File: src/rtl/alu_mc.sv
// Multi-cycle ALU: single-cycle base ops, shifts and compares, plus an
// iterative shift-add multiplier, with valid/ready handshakes on both sides.
module alu_mc #(
    parameter int N   = 32,
    parameter int SHW = $clog2(N)
) (
    input  logic         clk,
    input  logic         rst_n,
    input  logic         in_valid,
    output logic         in_ready,
    input  logic [N-1:0] A,
    input  logic [N-1:0] B,
    input  logic [3:0]   op,
    output logic         out_valid,
    input  logic         out_ready,
    output logic [N-1:0] R,
    output logic         Z,
    output logic         NG,
    output logic         C,
    output logic         V,
    output logic         illegal,
    output logic [1:0]   dbg_state
);

    // Handshake: a transfer happens on a rising edge where valid and ready are
    // both high; a producer holds valid and its payload steady until then.

    typedef enum logic [1:0] {
        S_IDLE = 2'd0,
        S_MUL  = 2'd1,
        S_DONE = 2'd2
    } state_t;

    localparam logic [3:0] OP_ADD  = 4'h0;
    localparam logic [3:0] OP_SUB  = 4'h1;
    localparam logic [3:0] OP_AND  = 4'h2;
    localparam logic [3:0] OP_OR   = 4'h3;
    localparam logic [3:0] OP_XOR  = 4'h4;
    localparam logic [3:0] OP_SLL  = 4'h5;
    localparam logic [3:0] OP_SRL  = 4'h6;
    localparam logic [3:0] OP_SRA  = 4'h7;
    localparam logic [3:0] OP_SLT  = 4'h8;
    localparam logic [3:0] OP_SLTU = 4'h9;
    localparam logic [3:0] OP_MUL  = 4'hA;

    localparam logic [SHW-1:0] CNT_LAST = SHW'(N - 1);

    state_t         state;
    logic [N-1:0]   acc;
    logic [N-1:0]   mcand;
    logic [N-1:0]   mplier;
    logic [SHW-1:0] cnt;

    logic [N-1:0]   res;
    logic           res_c;
    logic           res_v;
    logic           legal;
    logic [N:0]     sum;
    logic [N-1:0]   diff;
    logic [SHW-1:0] sh;
    logic [N-1:0]   acc_next;

    assign in_ready  = rst_n && (state == S_IDLE);
    assign dbg_state = state;

    // Single-cycle datapath, evaluated on the live operands at the accept edge.
    always_comb begin
        res   = '0;
        res_c = 1'b0;
        res_v = 1'b0;
        legal = 1'b1;
        sum   = {1'b0, A} + {1'b0, B};
        diff  = A - B;
        sh    = B[SHW-1:0];
        case (op)
            OP_ADD: begin
                res   = sum[N-1:0];
                res_c = sum[N];
                res_v = (A[N-1] == B[N-1]) && (sum[N-1] != A[N-1]);
            end
            OP_SUB: begin
                res   = diff;
                res_c = (A < B);
                res_v = (A[N-1] != B[N-1]) && (diff[N-1] != A[N-1]);
            end
            OP_AND:  res = A & B;
            OP_OR:   res = A | B;
            OP_XOR:  res = A ^ B;
            OP_SLL:  res = A << sh;
            OP_SRL:  res = A >> sh;
            OP_SRA:  res = $unsigned($signed(A) >>> sh);
            OP_SLT:  res = {{(N-1){1'b0}}, ($signed(A) < $signed(B))};
            OP_SLTU: res = {{(N-1){1'b0}}, (A < B)};
            OP_MUL:  res = '0;
            default: legal = 1'b0;
        endcase
    end

    assign acc_next = mplier[0] ? (acc + mcand) : acc;

    always_ff @(posedge clk) begin
        if (!rst_n) begin
            state     <= S_IDLE;
            acc       <= '0;
            mcand     <= '0;
            mplier    <= '0;
            cnt       <= '0;
            R         <= '0;
            Z         <= 1'b0;
            NG        <= 1'b0;
            C         <= 1'b0;
            V         <= 1'b0;
            illegal   <= 1'b0;
            out_valid <= 1'b0;
        end else begin
            case (state)
                S_IDLE: begin
                    if (in_valid) begin
                        if (op == OP_MUL) begin
                            mcand  <= A;
                            mplier <= B;
                            acc    <= '0;
                            cnt    <= '0;
                            state  <= S_MUL;
                        end else begin
                            // Illegal codes complete as a NOP: only the illegal flag moves.
                            if (legal) begin
                                R       <= res;
                                Z       <= (res == '0);
                                NG      <= res[N-1];
                                C       <= res_c;
                                V       <= res_v;
                                illegal <= 1'b0;
                            end else begin
                                illegal <= 1'b1;
                            end
                            out_valid <= 1'b1;
                            state     <= S_DONE;
                        end
                    end
                end
                S_MUL: begin
                    acc    <= acc_next;
                    mcand  <= mcand << 1;
                    mplier <= mplier >> 1;
                    cnt    <= cnt + 1'b1;
                    if (cnt == CNT_LAST) begin
                        cnt       <= '0;
                        R         <= acc_next;
                        Z         <= (acc_next == '0);
                        NG        <= acc_next[N-1];
                        C         <= 1'b0;
                        V         <= 1'b0;
                        illegal   <= 1'b0;
                        out_valid <= 1'b1;
                        state     <= S_DONE;
                    end
                end
                S_DONE: begin
                    if (out_ready) begin
                        out_valid <= 1'b0;
                        state     <= S_IDLE;
                    end
                end
                default: begin
                    out_valid <= 1'b0;
                    state     <= S_IDLE;
                end
            endcase
        end
    end

endmodule

File: config.mk
export PLATFORM = sky130hd
export DESIGN_NAME = alu_mc
export DESIGN_NICKNAME = d
export VERILOG_FILES = /design/src/rtl/alu_mc.sv
export SDC_FILE = /design/constraint.sdc
export NUM_CORES = 1
export LEC_CHECK = 0
export CORE_MARGIN = 1.5
export CORE_UTILIZATION = 25
export DETAILED_ROUTE_END_ITERATION = 8
export PLACE_DENSITY = 0.37
export SYNTH_ARGS = -nofsm -noshare
export SYNTH_HDL_FRONTEND = slang
export SYNTH_SLANG_ARGS = --single-unit
File: constraint.sdc
create_clock -name clk -period 7.7 [get_ports clk]
set_clock_uncertainty 0.1 [all_clocks]
set_input_delay 1.54 -clock clk [delete_from_list [all_inputs] [get_ports clk]]
set_output_delay 1.54 -clock clk [all_outputs]
set_load 0.02 [all_outputs]
==> impl_metrics.prom <==
# TYPE chip_impl_metric gauge
chip_impl_metric{name="die_width",unit="µm"} 271
chip_impl_metric{name="synth_simple_gate_area_share",unit="%"} 20.7
chip_impl_metric{name="maxCapViolations",unit=""} 0
chip_impl_metric{name="relSlewSlack",unit="%"} 31.5
chip_impl_info{name="post-synth-top-count-cell",value="sky130_fd_sc_hd__nand2_1"} 1
chip_impl_metric{name="design.final.nets",unit=""} 2612
chip_impl_metric{name="post-dp-hpwl",unit="mm"} 80.7
chip_impl_metric{name="worst_ep_required_time",unit="ps"} 8030
chip_impl_metric{name="clock_insertion_delay_worst_skew",unit="ps"} 490
chip_impl_metric{name="post_drt_wl_per_cell",unit="µm"} 30.6
chip_impl_metric{name="areaGrowthSynthToFinish",unit="%"} 16.5
chip_impl_info{name="tritoncts_clock_tree",value="done"} 1
chip_impl_metric{name="syn_inst",unit=""} 2359
chip_impl_metric{name="total_power",unit="mW"} 2.84
chip_impl_metric{name="vias_per_cell",unit=""} 5.94
chip_impl_info{name="critical_path.top_delay_family",value="compound AO/OA/AOI/OAI gates"} 1
chip_impl_metric{name="setup_viol_count_final",unit=""} 0
chip_impl_metric{name="placedCellCount",unit=""} 3325
chip_impl_info{name="hold_path_class",value="register to register"} 1
chip_impl_info{name="synth_top_cells_by_area",value="sky130_fd_sc_hd__dfxtp_1 (16%), sky130_fd_sc_hd__ha_1 (9.3%), sky130_fd_sc_hd__mux4_2 (6.7%), sky130_fd_sc_hd__nand2_1 (6.1%), sky130_fd_sc_hd__a21oi_1 (5.1%)"} 1
chip_impl_metric{name="first_pass_grt_wire_length",unit="mm"} 147
chip_impl_metric{name="arrival",unit="ps"} 7560
chip_impl_metric{name="final-instance-count-excl-fill",unit=""} 3359
chip_impl_info{name="crit-reg2reg-launch",value="dbg_state[0]$_SDFFE_PN0P_"} 1
chip_impl_info{name="crit_path_top_delay_cell",value="sky130_fd_sc_hd__clkdlybuf4s50_1"} 1
chip_impl_metric{name="maxSlewViolCount",unit=""} 0
chip_impl_metric{name="synth-xor-area-share",unit="%"} 2.15
chip_impl_metric{name="synthesis.area",unit="µm²"} 17900
chip_impl_info{name="critPathLaunchType",value="primary input"} 1
chip_impl_metric{name="cts_hold_buffers",unit=""} 0
chip_impl_metric{name="worst-r2r-cell-count",unit=""} 13
chip_impl_metric{name="htree_levels",unit=""} 4
chip_impl_metric{name="min_path_cells",unit=""} 2
chip_impl_metric{name="routed_via_count",unit=""} 20000
chip_impl_metric{name="finalHoldViolations",unit=""} 0
chip_impl_info{name="main_synth_ff_type",value="sky130_fd_sc_hd__dfxtp_1"} 1
chip_impl_metric{name="post_layout_minimum_cycle_time",unit="ps"} 7230
chip_impl_metric{name="fraction_of_the_cycle_the_final_worst_path_needs",unit="%"} 93.9
chip_impl_info{name="crit_path_end_kind",value="register"} 1
chip_impl_info{name="clock_tree.root_cell",value="sky130_fd_sc_hd__clkbuf_16"} 1
chip_impl_metric{name="leakage",unit="nW"} 8.78
chip_impl_metric{name="max-vdd-ir-drop",unit="µV"} 117
chip_impl_metric{name="worst_setup_hold_path_clk_slew",unit="ps"} 80
chip_impl_metric{name="synth.yosys.seq_area_share",unit="%"} 15.6
chip_impl_metric{name="synth_adder_area_share",unit="%"} 9.62
chip_impl_metric{name="fin_setup_tns",unit="ps"} 0
chip_impl_metric{name="grt_pass1_vias",unit=""} 19500
chip_impl_metric{name="grt.total_usage",unit="%"} 27.4
chip_impl_metric{name="place_worst_setup_slack",unit="ps"} 200
chip_impl_metric{name="remaining_drc_errors",unit=""} 0
chip_impl_metric{name="number_of_buffers_inserted_during_clock_tree_synthesis",unit=""} 17
chip_impl_metric{name="syn-num-nets",unit=""} 2567
chip_impl_info{name="worstReg2RegEnd",value="Z$_SDFFE_PN0P_"} 1
chip_impl_metric{name="post_cts_buffers",unit=""} 0
chip_impl_info{name="synth.cells.most_frequent",value="sky130_fd_sc_hd__nand2_1 (292), sky130_fd_sc_hd__a21oi_1 (182), sky130_fd_sc_hd__nor2_1 (173), sky130_fd_sc_hd__dfxtp_1 (140), sky130_fd_sc_hd__clkbuf_1 (136)"} 1
chip_impl_metric{name="cts_resized",unit=""} 0
chip_impl_metric{name="async_flop_share",unit="%"} 0
chip_impl_metric{name="die_h",unit="µm"} 271
chip_impl_metric{name="critical_path_peak_fanout",unit=""} 14
chip_impl_metric{name="synth_compound_area_share",unit="%"} 32.2
chip_impl_metric{name="clockBufferDepth",unit=""} 2
chip_impl_metric{name="io_buffer_count",unit=""} 112
chip_impl_info{name="grt_setup_unrepaired",value="false"} 1
chip_impl_metric{name="numClockSinks",unit=""} 140
chip_impl_metric{name="placeableCoreArea",unit="µm²"} 70500
chip_impl_info{name="critical_path.cell_chain",value="clkdlybuf4s50_1, inv_1, ha_1, and3_1, nor4b_1, o211ai_1, a2111o_1, a31oi_1, a21oi_1, a211oi_1, nor3b_1, nand4_1, or4_1, nand3_1"} 1
chip_impl_metric{name="layout-drive-gt1-share",unit="%"} 11.9
chip_impl_metric{name="antenna_left",unit=""} 0
chip_impl_metric{name="synthesis.area_per_instance",unit="µm²"} 7.59
chip_impl_metric{name="yosys.area.top_type_share",unit="%"} 15.6
chip_impl_info{name="largest_family_of_logic_cells_by_synthesized_area",value="compound AO/OA/AOI/OAI gates"} 1
chip_impl_metric{name="pin_count_of_the_biggest_net_entering_global_routing",unit=""} 72
chip_impl_info{name="hold_start",value="R[17]$_SDFFE_PN0P_"} 1
chip_impl_metric{name="antenna_found_initial",unit=""} 3
chip_impl_metric{name="initial_core_util",unit="%"} 25.4
chip_impl_metric{name="yosys_register_bits",unit=""} 140
chip_impl_metric{name="worstMarginPinSlew",unit="ps"} 1020
chip_impl_metric{name="design_area",unit="µm²"} 20900
chip_impl_metric{name="initialDrtViolationCount",unit=""} 2095
chip_impl_metric{name="drt_wl_total",unit="mm"} 103
chip_impl_metric{name="ys_types",unit=""} 90
chip_impl_metric{name="global_route_total_overflow",unit=""} 0
chip_impl_metric{name="detailedRoute.firstPassIterationCount",unit=""} 6
chip_impl_metric{name="row_count",unit=""} 97
chip_impl_metric{name="die_area",unit="µm²"} 73300
chip_impl_metric{name="synth.mux.area_fraction",unit="%"} 12.8
chip_impl_metric{name="cp_slowest_stage_delay",unit="ps"} 870
chip_impl_metric{name="synth_edf_count",unit=""} 0
chip_impl_metric{name="final_weighted_congestion_in_routability_driven_placement",unit=""} 0.972
chip_impl_metric{name="fmax",unit="MHz"} 138
chip_impl_info{name="run_status",value="completed"} 1
chip_impl_info{name="hold_path_end",value="R[17]$_SDFFE_PN0P_"} 1
chip_impl_metric{name="ys_warn_count",unit=""} 0
chip_impl_metric{name="postLayoutCoreUtil",unit="%"} 29.6
chip_impl_info{name="post-synth-top-area-cell",value="sky130_fd_sc_hd__dfxtp_1"} 1
chip_impl_metric{name="reg2reg_slack",unit="ps"} 3270
chip_impl_metric{name="timing.final.ws_setup",unit="ps"} 470
chip_impl_metric{name="floorplan.io_pins",unit=""} 113
chip_impl_metric{name="placedInstanceArea",unit="µm²"} 20300
chip_impl_metric{name="power-per-cell-area",unit="nW/µm²"} 136
chip_impl_metric{name="hold_ws",unit="ps"} 360
chip_impl_info{name="timing.setup.critical_path_class",value="primary input to register"} 1
chip_impl_metric{name="critical_path.n_buffers_inverters",unit=""} 2
-- layer usage --
metal / share of wire (%) / track usage (%) / up-vias
li1: - / - / 8929
met1: 44 / 36.9 / 9908
met2: 45 / 43.5 / 932
met3: 6.8 / 4.64 / 183
met4: 4.1 / 10.8 / 2
met5: 0.013 / 0 / -
-- logic make-up (layout without fill, tap and decap cells) --
group                    Yosys count  count (layout)
AO/OA/AOI/OAI                    813             813
AND/OR/NAND/NOR                  774             774
buffers and inverters            299             357
multiplexers                     153             153
flip-flops                       140             140
adder cells (fa/ha/maj)          136             136
XOR/XNOR                          44              44
other                              0               2
-- placed cells by master (no fill, tap or decap), drive strengths merged, types with 37 or more instances in the layout --
cell type | synthesis | routed
inv | 104 | 111
a21o | 38 | 38
dfxtp | 140 | 140
nor2b | 48 | 48
nand2 | 292 | 292
a211oi | 38 | 38
clkdlybuf4s50 | 0 | 106
a21oi | 182 | 182
nand3 | 50 | 50
buf | 55 | 112
o211ai | 93 | 93
nor2 | 173 | 173
o21ai | 128 | 128
mux2 | 37 | 37
a21boi | 37 | 37
o211a | 73 | 73
ha | 133 | 133
nor3 | 40 | 40
mux2i | 62 | 62
mux4 | 54 | 54
-- layout make-up --
class | count | area [µm²]
Tap cell | 940 | 1180
Timing Repair Buffer | 218 | 1920
Fill cell | 7667 | 49600
Inverter | 107 | 402
Sequential cell | 140 | 2800
Antenna cell | 2 | 5.00
Multi-Input combinational cell | 1920 | 14000
Clock buffer | 18 | 439
Clock inverter | 14 | 176
-- flip-flops by register name, indices dropped and copies added, names as in the netlist --
name and flops:
acc 32, R 32, illegal 1, C 1, dbg_state 2, mplier 32, out_valid 1, V 1
Z 1, cnt 5, mcand 32
-- worst max path at each step --
stage                     slack [ps]              to   from  depth (start not counted)
after floorplan                 1980  Z$_SDFFE_PN0P_   B[2]                         19
after global placement           220  Z$_SDFFE_PN0P_  A[13]                         14
after detailed placement         200  Z$_SDFFE_PN0P_  A[13]                         14
after CTS                        700  Z$_SDFFE_PN0P_   A[1]                         15
after global routing             410  Z$_SDFFE_PN0P_   A[1]                         15
final                            470  Z$_SDFFE_PN0P_  A[13]                         14
-- power breakdown --
group / switching, mW / internal [mW] / total (mW)
registers: 0.0187 / 0.747 / 0.766
clock network: 0.439 / 0.500 / 0.939
logic: 0.751 / 0.382 / 1.13
total: 1.21 / 1.63 / 2.84
-- tightest hold or removal path, stage by stage, from the launching register on --
cell	delay, ps
sky130_fd_sc_hd__dfxtp_1	310
sky130_fd_sc_hd__nand2_1	40
sky130_fd_sc_hd__a21boi_0	60
No activity file was read; power rests on OpenSTA's default activity.
